`src/rtl/weighted_accum_pkg.sv`:
```
// Shared types for the weighted_accum slice: FSM state encoding and
// the accumulator width derivation.
package weighted_accum_pkg;

  typedef enum logic [1:0] {
    ACC   = 2'd0,
    FLUSH = 2'd1,
    OUT   = 2'd2
  } wacc_state_t;

  function automatic int unsigned wacc_sumw(input int unsigned inw,
                                            input int unsigned ww,
                                            input int unsigned cntw);
    return inw + ww + cntw;
  endfunction

endpackage

```
`src/rtl/wacc_mul_stage.sv`:
```
// Registered multiplier stage: one product per accepted beat, with
// valid and last-of-burst flags pipelined alongside it.
module wacc_mul_stage #(
  parameter int unsigned INW = 8,
  parameter int unsigned WW  = 8
) (
  input  logic              clk,
  input  logic              rst,
  input  logic              accept,
  input  logic [INW-1:0]    value,
  input  logic [WW-1:0]     weight,
  input  logic              last,
  output logic [INW+WW-1:0] p,
  output logic              p_vld,
  output logic              p_last
);

  logic [INW+WW-1:0] p_d, p_q;
  logic              p_vld_d, p_vld_q;
  logic              p_last_d, p_last_q;

  always_comb begin
    p_d      = p_q;
    p_vld_d  = accept;
    p_last_d = accept && last;
    if (accept) p_d = (INW+WW)'(value) * (INW+WW)'(weight);
  end

  always_ff @(posedge clk) begin
    if (rst) begin
      p_q      <= '0;
      p_vld_q  <= 1'b0;
      p_last_q <= 1'b0;
    end else begin
      p_q      <= p_d;
      p_vld_q  <= p_vld_d;
      p_last_q <= p_last_d;
    end
  end

  assign p      = p_q;
  assign p_vld  = p_vld_q;
  assign p_last = p_last_q;

endmodule

```
`src/rtl/weighted_accum.sv`:
```
// Burst multiply-accumulate with valid/ready handshakes on both sides.
// Define WEIGHTED_ACCUM_SAT_EN for a saturating accumulator and out_ovf.
module weighted_accum
  import weighted_accum_pkg::*;
#(
  parameter  int unsigned INW  = 8,
  parameter  int unsigned WW   = 8,
  parameter  int unsigned CNTW = 4,
  localparam int unsigned SUMW = wacc_sumw(INW, WW, CNTW)
) (
  input  logic            clk,
  input  logic            rst,
  input  logic            in_valid,
  output logic            in_ready,
  input  logic [INW-1:0]  in_value,
  input  logic [WW-1:0]   in_weight,
  input  logic            in_last,
  output logic            out_valid,
  input  logic            out_ready,
  output logic [SUMW-1:0] out_sum,
  output logic [CNTW:0]   out_count
`ifdef WEIGHTED_ACCUM_SAT_EN
  , output logic          out_ovf
`endif
);

  localparam logic [CNTW:0] CNT_MAX = (CNTW+1)'(1) << CNTW;

  wacc_state_t       state_d, state_q;
  logic [SUMW-1:0]   acc_d, acc_q;
  logic [CNTW:0]     count_d, count_q;
  logic              in_ready_d, in_ready_q;
  logic              out_valid_d, out_valid_q;
  logic              accept;
  logic [INW+WW-1:0] p;
  logic              p_vld, p_last;
  logic [SUMW-1:0]   addend;
`ifdef WEIGHTED_ACCUM_SAT_EN
  logic [SUMW:0]     sum_ext;
  logic              ovf_d, ovf_q;
`endif

  assign accept = in_valid && in_ready_q;

  wacc_mul_stage #(.INW(INW), .WW(WW)) u_mul (
    .clk    (clk),
    .rst    (rst),
    .accept (accept),
    .value  (in_value),
    .weight (in_weight),
    .last   (in_last),
    .p      (p),
    .p_vld  (p_vld),
    .p_last (p_last)
  );

  always_comb begin
    state_d     = state_q;
    in_ready_d  = in_ready_q;
    out_valid_d = out_valid_q;
    count_d     = count_q;
    addend      = p_vld ? SUMW'(p) : '0;
`ifdef WEIGHTED_ACCUM_SAT_EN
    // Carry out of the widened add pins the sum at all-ones; sticky per burst.
    sum_ext = {1'b0, acc_q} + {1'b0, addend};
    acc_d   = sum_ext[SUMW] ? '1 : sum_ext[SUMW-1:0];
    ovf_d   = ovf_q | sum_ext[SUMW];
`else
    acc_d   = acc_q + addend;
`endif
    if (accept && (count_q != CNT_MAX)) count_d = count_q + (CNTW+1)'(1);

    unique case (state_q)
      ACC: begin
        if (accept && in_last) begin
          state_d    = FLUSH;
          in_ready_d = 1'b0;
        end
      end
      FLUSH: begin
        if (p_last) begin
          state_d     = OUT;
          out_valid_d = 1'b1;
        end
      end
      OUT: begin
        if (out_ready) begin
          state_d     = ACC;
          in_ready_d  = 1'b1;
          out_valid_d = 1'b0;
          acc_d       = '0;
          count_d     = '0;
`ifdef WEIGHTED_ACCUM_SAT_EN
          ovf_d       = 1'b0;
`endif
        end
      end
      default: state_d = ACC;
    endcase
  end

  always_ff @(posedge clk) begin
    if (rst) begin
      state_q     <= ACC;
      acc_q       <= '0;
      count_q     <= '0;
      in_ready_q  <= 1'b1;
      out_valid_q <= 1'b0;
`ifdef WEIGHTED_ACCUM_SAT_EN
      ovf_q       <= 1'b0;
`endif
    end else begin
      state_q     <= state_d;
      acc_q       <= acc_d;
      count_q     <= count_d;
      in_ready_q  <= in_ready_d;
      out_valid_q <= out_valid_d;
`ifdef WEIGHTED_ACCUM_SAT_EN
      ovf_q       <= ovf_d;
`endif
    end
  end

  assign in_ready  = in_ready_q;
  assign out_valid = out_valid_q;
  assign out_sum   = acc_q;
  assign out_count = count_q;
`ifdef WEIGHTED_ACCUM_SAT_EN
  assign out_ovf   = ovf_q;
`endif

endmodule
```
`config.mk`:
```
export PLATFORM = sky130hd
export DESIGN_NAME = weighted_accum
export DESIGN_NICKNAME = d
export VERILOG_FILES = /design/src/rtl/weighted_accum_pkg.sv /design/src/rtl/wacc_mul_stage.sv /design/src/rtl/weighted_accum.sv
export SDC_FILE = /design/constraint.sdc
export NUM_CORES = 1
export LEC_CHECK = 0
export CAP_MARGIN = 10
export CORE_MARGIN = 8
export CORE_UTILIZATION = 55
export CTS_BUF_LIST = sky130_fd_sc_hd__clkbuf_16
export CTS_CLUSTER_DIAMETER = 60
export CTS_CLUSTER_SIZE = 30
export DETAILED_ROUTE_END_ITERATION = 10
export PLACE_DENSITY = 0.76
export SLEW_MARGIN = 15
export SYNTH_ARGS = -nofsm -noshare
export SYNTH_HDL_FRONTEND = slang
export SYNTH_SLANG_ARGS = --single-unit
```
`constraint.sdc`:
```
create_clock -name clk -period 5.4 [get_ports clk]
set_input_delay 1.08 -clock clk [delete_from_list [all_inputs] [get_ports clk]]
set_output_delay 1.08 -clock clk [all_outputs]
set_load 0.02 [all_outputs]
```
==> metrics.txt <==
# TYPE chip_impl_metric gauge
chip_impl_info{name="rsz_0062_raised_after_global_routing",value="no"} 1
chip_impl_metric{name="ys.warnings.count",unit=""} 0
chip_impl_metric{name="antennaDiodeCount",unit=""} 0
chip_impl_info{name="endpoint_type_of_the_worst_setup_path",value="flip-flop"} 1
chip_impl_metric{name="postSynthCellCount",unit=""} 530
chip_impl_metric{name="crit_path_largest_cell_delay",unit="ps"} 560
chip_impl_info{name="critPathLaunch",value="in_value[5]"} 1
chip_impl_metric{name="fmax",unit="MHz"} 193
chip_impl_metric{name="post_cts_setup_bufs",unit=""} 0
chip_impl_metric{name="layout_min_cycle_time",unit="ps"} 5180
chip_impl_metric{name="critPathBufInv",unit=""} 3
chip_impl_metric{name="final_max_slew_viol_count",unit=""} 0
chip_impl_metric{name="grt_util_all_layers",unit="%"} 17.6
chip_impl_info{name="yosys_most_used_dff",value="sky130_fd_sc_hd__dfxtp_1"} 1
chip_impl_info{name="critical-path-slowest-cell",value="sky130_fd_sc_hd__fa_1"} 1
chip_impl_info{name="clock_tree.root_cell",value="sky130_fd_sc_hd__clkbuf_16"} 1
chip_impl_metric{name="avgRoutedWirePerCell",unit="µm"} 14.0
chip_impl_metric{name="asyncSetResetFlopFracSynth",unit="%"} 0
chip_impl_metric{name="final_core_utilization",unit="%"} 66.5
chip_impl_metric{name="max-clock-path-buffers",unit=""} 2
chip_impl_metric{name="first_pass_grt_wire_length",unit="µm"} 17200
chip_impl_metric{name="critical_path_required_time",unit="ps"} 5530
chip_impl_metric{name="post-route-drc-count",unit=""} 0
chip_impl_metric{name="timing.critical_path.fanout_max",unit=""} 6
chip_impl_metric{name="nNetsFinal",unit=""} 703
chip_impl_metric{name="worst-r2r-setup-slack",unit="ps"} 2880
chip_impl_metric{name="worstSkewPairLatency",unit="ps"} 280
chip_impl_info{name="outcome",value="finished, final reports clean"} 1
chip_impl_metric{name="setup_viol",unit=""} 0
chip_impl_metric{name="core_outline_area",unit="mm²"} 0.00813
chip_impl_metric{name="grt_overflow",unit=""} 0
chip_impl_metric{name="reg2regPathDepth",unit=""} 9
chip_impl_metric{name="place.detailed.instances",unit=""} 689
chip_impl_metric{name="final.setup_skew",unit="ps"} 3.72
chip_impl_metric{name="hold_viol",unit=""} 0
chip_impl_info{name="startpoint_type_of_the_worst_setup_path",value="input pin"} 1
chip_impl_metric{name="flow.area_growth_from_synthesis",unit="%"} 18.0
chip_impl_metric{name="max_cap_viol_count",unit=""} 0
chip_impl_metric{name="worst_ep_arrival_time",unit="ps"} 5320
chip_impl_metric{name="post_cts_resize_count",unit=""} 0
chip_impl_metric{name="vias_per_inst",unit=""} 5.48
chip_impl_metric{name="route.vias.total",unit=""} 3818
chip_impl_metric{name="timing.max_slew.rel_slack",unit="%"} 47.2
chip_impl_metric{name="placement_rows",unit=""} 33
chip_impl_metric{name="final-instance-count-excl-fill",unit=""} 697
chip_impl_info{name="holdCritPathClass",value="reg2reg"} 1
chip_impl_metric{name="ant_nets",unit=""} 0
chip_impl_metric{name="io_buffer_count",unit=""} 47
chip_impl_metric{name="fp.dieH",unit="µm"} 107
chip_impl_metric{name="period_share",unit="%"} 96.0
chip_impl_metric{name="filler_cell_count",unit=""} 690
chip_impl_metric{name="leak",unit="nW"} 2.51
chip_impl_info{name="timing.critical_path.max_delay_family",value="adder cells"} 1
chip_impl_metric{name="antenna_found_initial",unit=""} 0
chip_impl_metric{name="synth_sequential_area_ratio",unit="%"} 20.5
chip_impl_metric{name="die_area",unit="mm²"} 0.0115
chip_impl_metric{name="detailedPlacementHpwl",unit="µm"} 8000
chip_impl_info{name="cts_tree",value="built"} 1
chip_impl_metric{name="clock_pin_slew_reported_for_the_worst_setup_and_hold_paths_after_clock_tree_synthesis",unit="ps"} 60
chip_impl_metric{name="cp_num_cells",unit=""} 15
chip_impl_metric{name="finalWeightedCongestion",unit=""} 0.898
chip_impl_metric{name="clock_tree.htree_level_count",unit=""} 2
chip_impl_metric{name="io-pin-count",unit=""} 48
chip_impl_info{name="critical_path.cell_chain",value="clkdlybuf4s50_1, and2_1, fa_1, fa_1, fa_1, inv_1, fa_1, inv_1, ha_1, a21oi_1, nand2_1, a221oi_2, o21ai_1, nor4_2, nor4b_2"} 1
chip_impl_metric{name="syn_nets",unit=""} 642
chip_impl_info{name="critical_path.reg2reg.endpoint",value="out_sum[18]"} 1
chip_impl_metric{name="syn_area",unit="mm²"} 0.00458
chip_impl_metric{name="drive_gt1_share",unit="%"} 6.59
chip_impl_metric{name="transition_time_at_the_pin_with_the_least_slew_margin",unit="ps"} 790
chip_impl_info{name="cp_common_cell",value="sky130_fd_sc_hd__fa_1"} 1
chip_impl_metric{name="detail_route.first_pass.iterations",unit=""} 4
chip_impl_metric{name="synth_seq_cells",unit=""} 47
chip_impl_metric{name="final_cell_area",unit="mm²"} 0.00541
chip_impl_metric{name="dpl_cell_area",unit="mm²"} 0.00526
chip_impl_metric{name="clock-sinks",unit=""} 47
chip_impl_metric{name="post_synth_num_cell_types",unit=""} 54
chip_impl_metric{name="ir_drop",unit="µV"} 170
chip_impl_metric{name="detailedRoute.firstIterationViolations",unit=""} 139
chip_impl_metric{name="synth_edf_count",unit=""} 0
chip_impl_metric{name="power_per_cell_area",unit="mW/mm²"} 279
chip_impl_metric{name="grt_start_max_net_pins",unit=""} 22
chip_impl_metric{name="first_global_vias",unit=""} 3902
chip_impl_metric{name="floorplan.die.width",unit="µm"} 107
chip_impl_info{name="path_class",value="in2reg"} 1
chip_impl_metric{name="wirelength",unit="µm"} 9790
chip_impl_metric{name="initial_core_utilization",unit="%"} 56.3
chip_impl_info{name="crit_path_end",value="u_mul.p[15]"} 1
chip_impl_metric{name="cts_hold_buf",unit=""} 0
chip_impl_info{name="worst_r2r_startpoint",value="u_mul.p_vld"} 1
chip_impl_metric{name="postSynthAreaPerCell",unit="µm²"} 8.64
chip_impl_metric{name="tritoncts.num_buffers",unit=""} 5
[stage by stage]
step                      total power, W  setup WS (ps)  TNS [ps]  hold WS (ps)
after detailed placement         0.00123           -104      -233           446
after global placement           0.00120           18.2         0           437
after global routing             0.00165           9.32         0           487
final                            0.00151            218         0           450
after floorplan                  0.00101            680         0           427
after CTS                        0.00152            183         0           454
[final cells by class]
type / instances / area (µm²) / share of cell area [%]
inverters: 54 / 203 / 3.75
well taps: 105 / 131 / 2.43
flip-flops and latches: 47 / 941 / 17.4
clock inverters: 3 / 12.5 / 0.231
clock buffers: 5 / 125 / 2.31
repair buffers: 63 / 598 / 11.1
multi-input cells: 420 / 3390 / 62.8
[logic make-up (layout without fill, tap and decap cells)]
group	after synthesis	in the layout	share of synthesized area, %
fa+ha+maj	91	91	30.9
xor+xnor	21	21	4.02
mux	4	4	0.901
compound gates	103	103	15.6
buf+inv	63	125	5.35
flops	47	47	20.5
simple gates	201	201	22.7
[cells in the final DEF, fill, tap and decap left out, drive strengths merged, types with 2 or more instances in the layout]
| cell | count |
|---|---|
| clkbuf | 5 |
| xnor2 | 11 |
| fa | 37 |
| xor2 | 10 |
| nor2 | 36 |
| o21bai | 3 |
| o211ai | 2 |
| a21o | 10 |
| dlymetal6s2s | 3 |
| inv | 56 |
| clkdlybuf4s50 | 44 |
| nand4 | 3 |
| and2 | 67 |
| o41ai | 2 |
| a211o | 2 |
| mux2i | 3 |
| ha | 54 |
| nand2 | 54 |
| buf | 16 |
| nor3 | 11 |
| a211oi | 10 |
| nor2b | 4 |
| a31oi | 4 |
| or3 | 2 |
| o21ai | 18 |
| dfxtp | 47 |
| and3 | 2 |
| nand2b | 2 |
| a22oi | 3 |
| a21oi | 35 |
| nand3 | 11 |
| o21a | 5 |
| o22ai | 2 |
| nor4b | 3 |
[worst register-to-register path: cells and delay by family (launching register included)]
family / cells / cell delay [ps]
fa+ha+maj: 2 / 640
flops: 1 / 440
simple gates: 2 / 390
compound gates: 5 / 890
[power by group]
part	total [W]	internal, W	switching (W)	leakage (nW)
Combinational	0.000804	0.000378	0.000426	2.05
Clock	0.000292	0.000167	0.000124	0.0762
Sequential	0.000413	0.000388	0.0000246	0.383
Total	0.00151	0.000934	0.000575	2.51
[registers in the layout, summed over array words and instances, names as in the netlist]
| signal | cells |
|---|---|
| out_sum | 20 |
| u_mul.p_vld | 1 |
| u_mul.p_last | 1 |
| out_count | 5 |
| out_valid | 1 |
| in_ready | 1 |
| u_mul.p | 16 |
| state_q | 2 |
[cells in the mapped netlist, drive strengths merged, types with 5 or more instances]
cell,number,share of area [%]
and2,67,9.2
ha,54,15
inv,54,4.4
nand2,54,4.4
dfxtp,47,21
fa,37,16
nor2,36,3.0
a21oi,35,4.2
o21ai,18,2.0
nand3,11,1.2
nor3,11,1.2
xnor2,11,2.1
a211oi,10,1.9
a21o,10,1.7
xor2,10,1.9
clkbuf,8,0.66
o21a,5,0.82
[routing by layer]
layer | share of wire (%) | vias to the layer above | wire [µm] | global-route usage [%]
li1 | - | 1901 | - | -
met1 | 47 | 1864 | 4560 | 22.4
met2 | 50 | 51 | 4920 | 31.3
met3 | 2.8 | 2 | 270 | 2.22
met4 | 0.43 | 0 | 42 | 3.02
met5 | 0 | - | 0 | 0
[worst min path at each step]
stage	start	endpoint	slack, ps	cells past startpoint
4_1_cts	u_mul.p[0]	u_mul.p[0]	450	2
3_3_place_gp	u_mul.p[8]	u_mul.p[8]	440	2
5_1_grt	u_mul.p[11]	u_mul.p[11]	490	2
2_1_floorplan	u_mul.p[11]	u_mul.p[11]	430	2
3_5_place_dp	u_mul.p[0]	u_mul.p[0]	450	2
6_report	u_mul.p[0]	u_mul.p[0]	450	2
(Power assumes the default switching activity.)
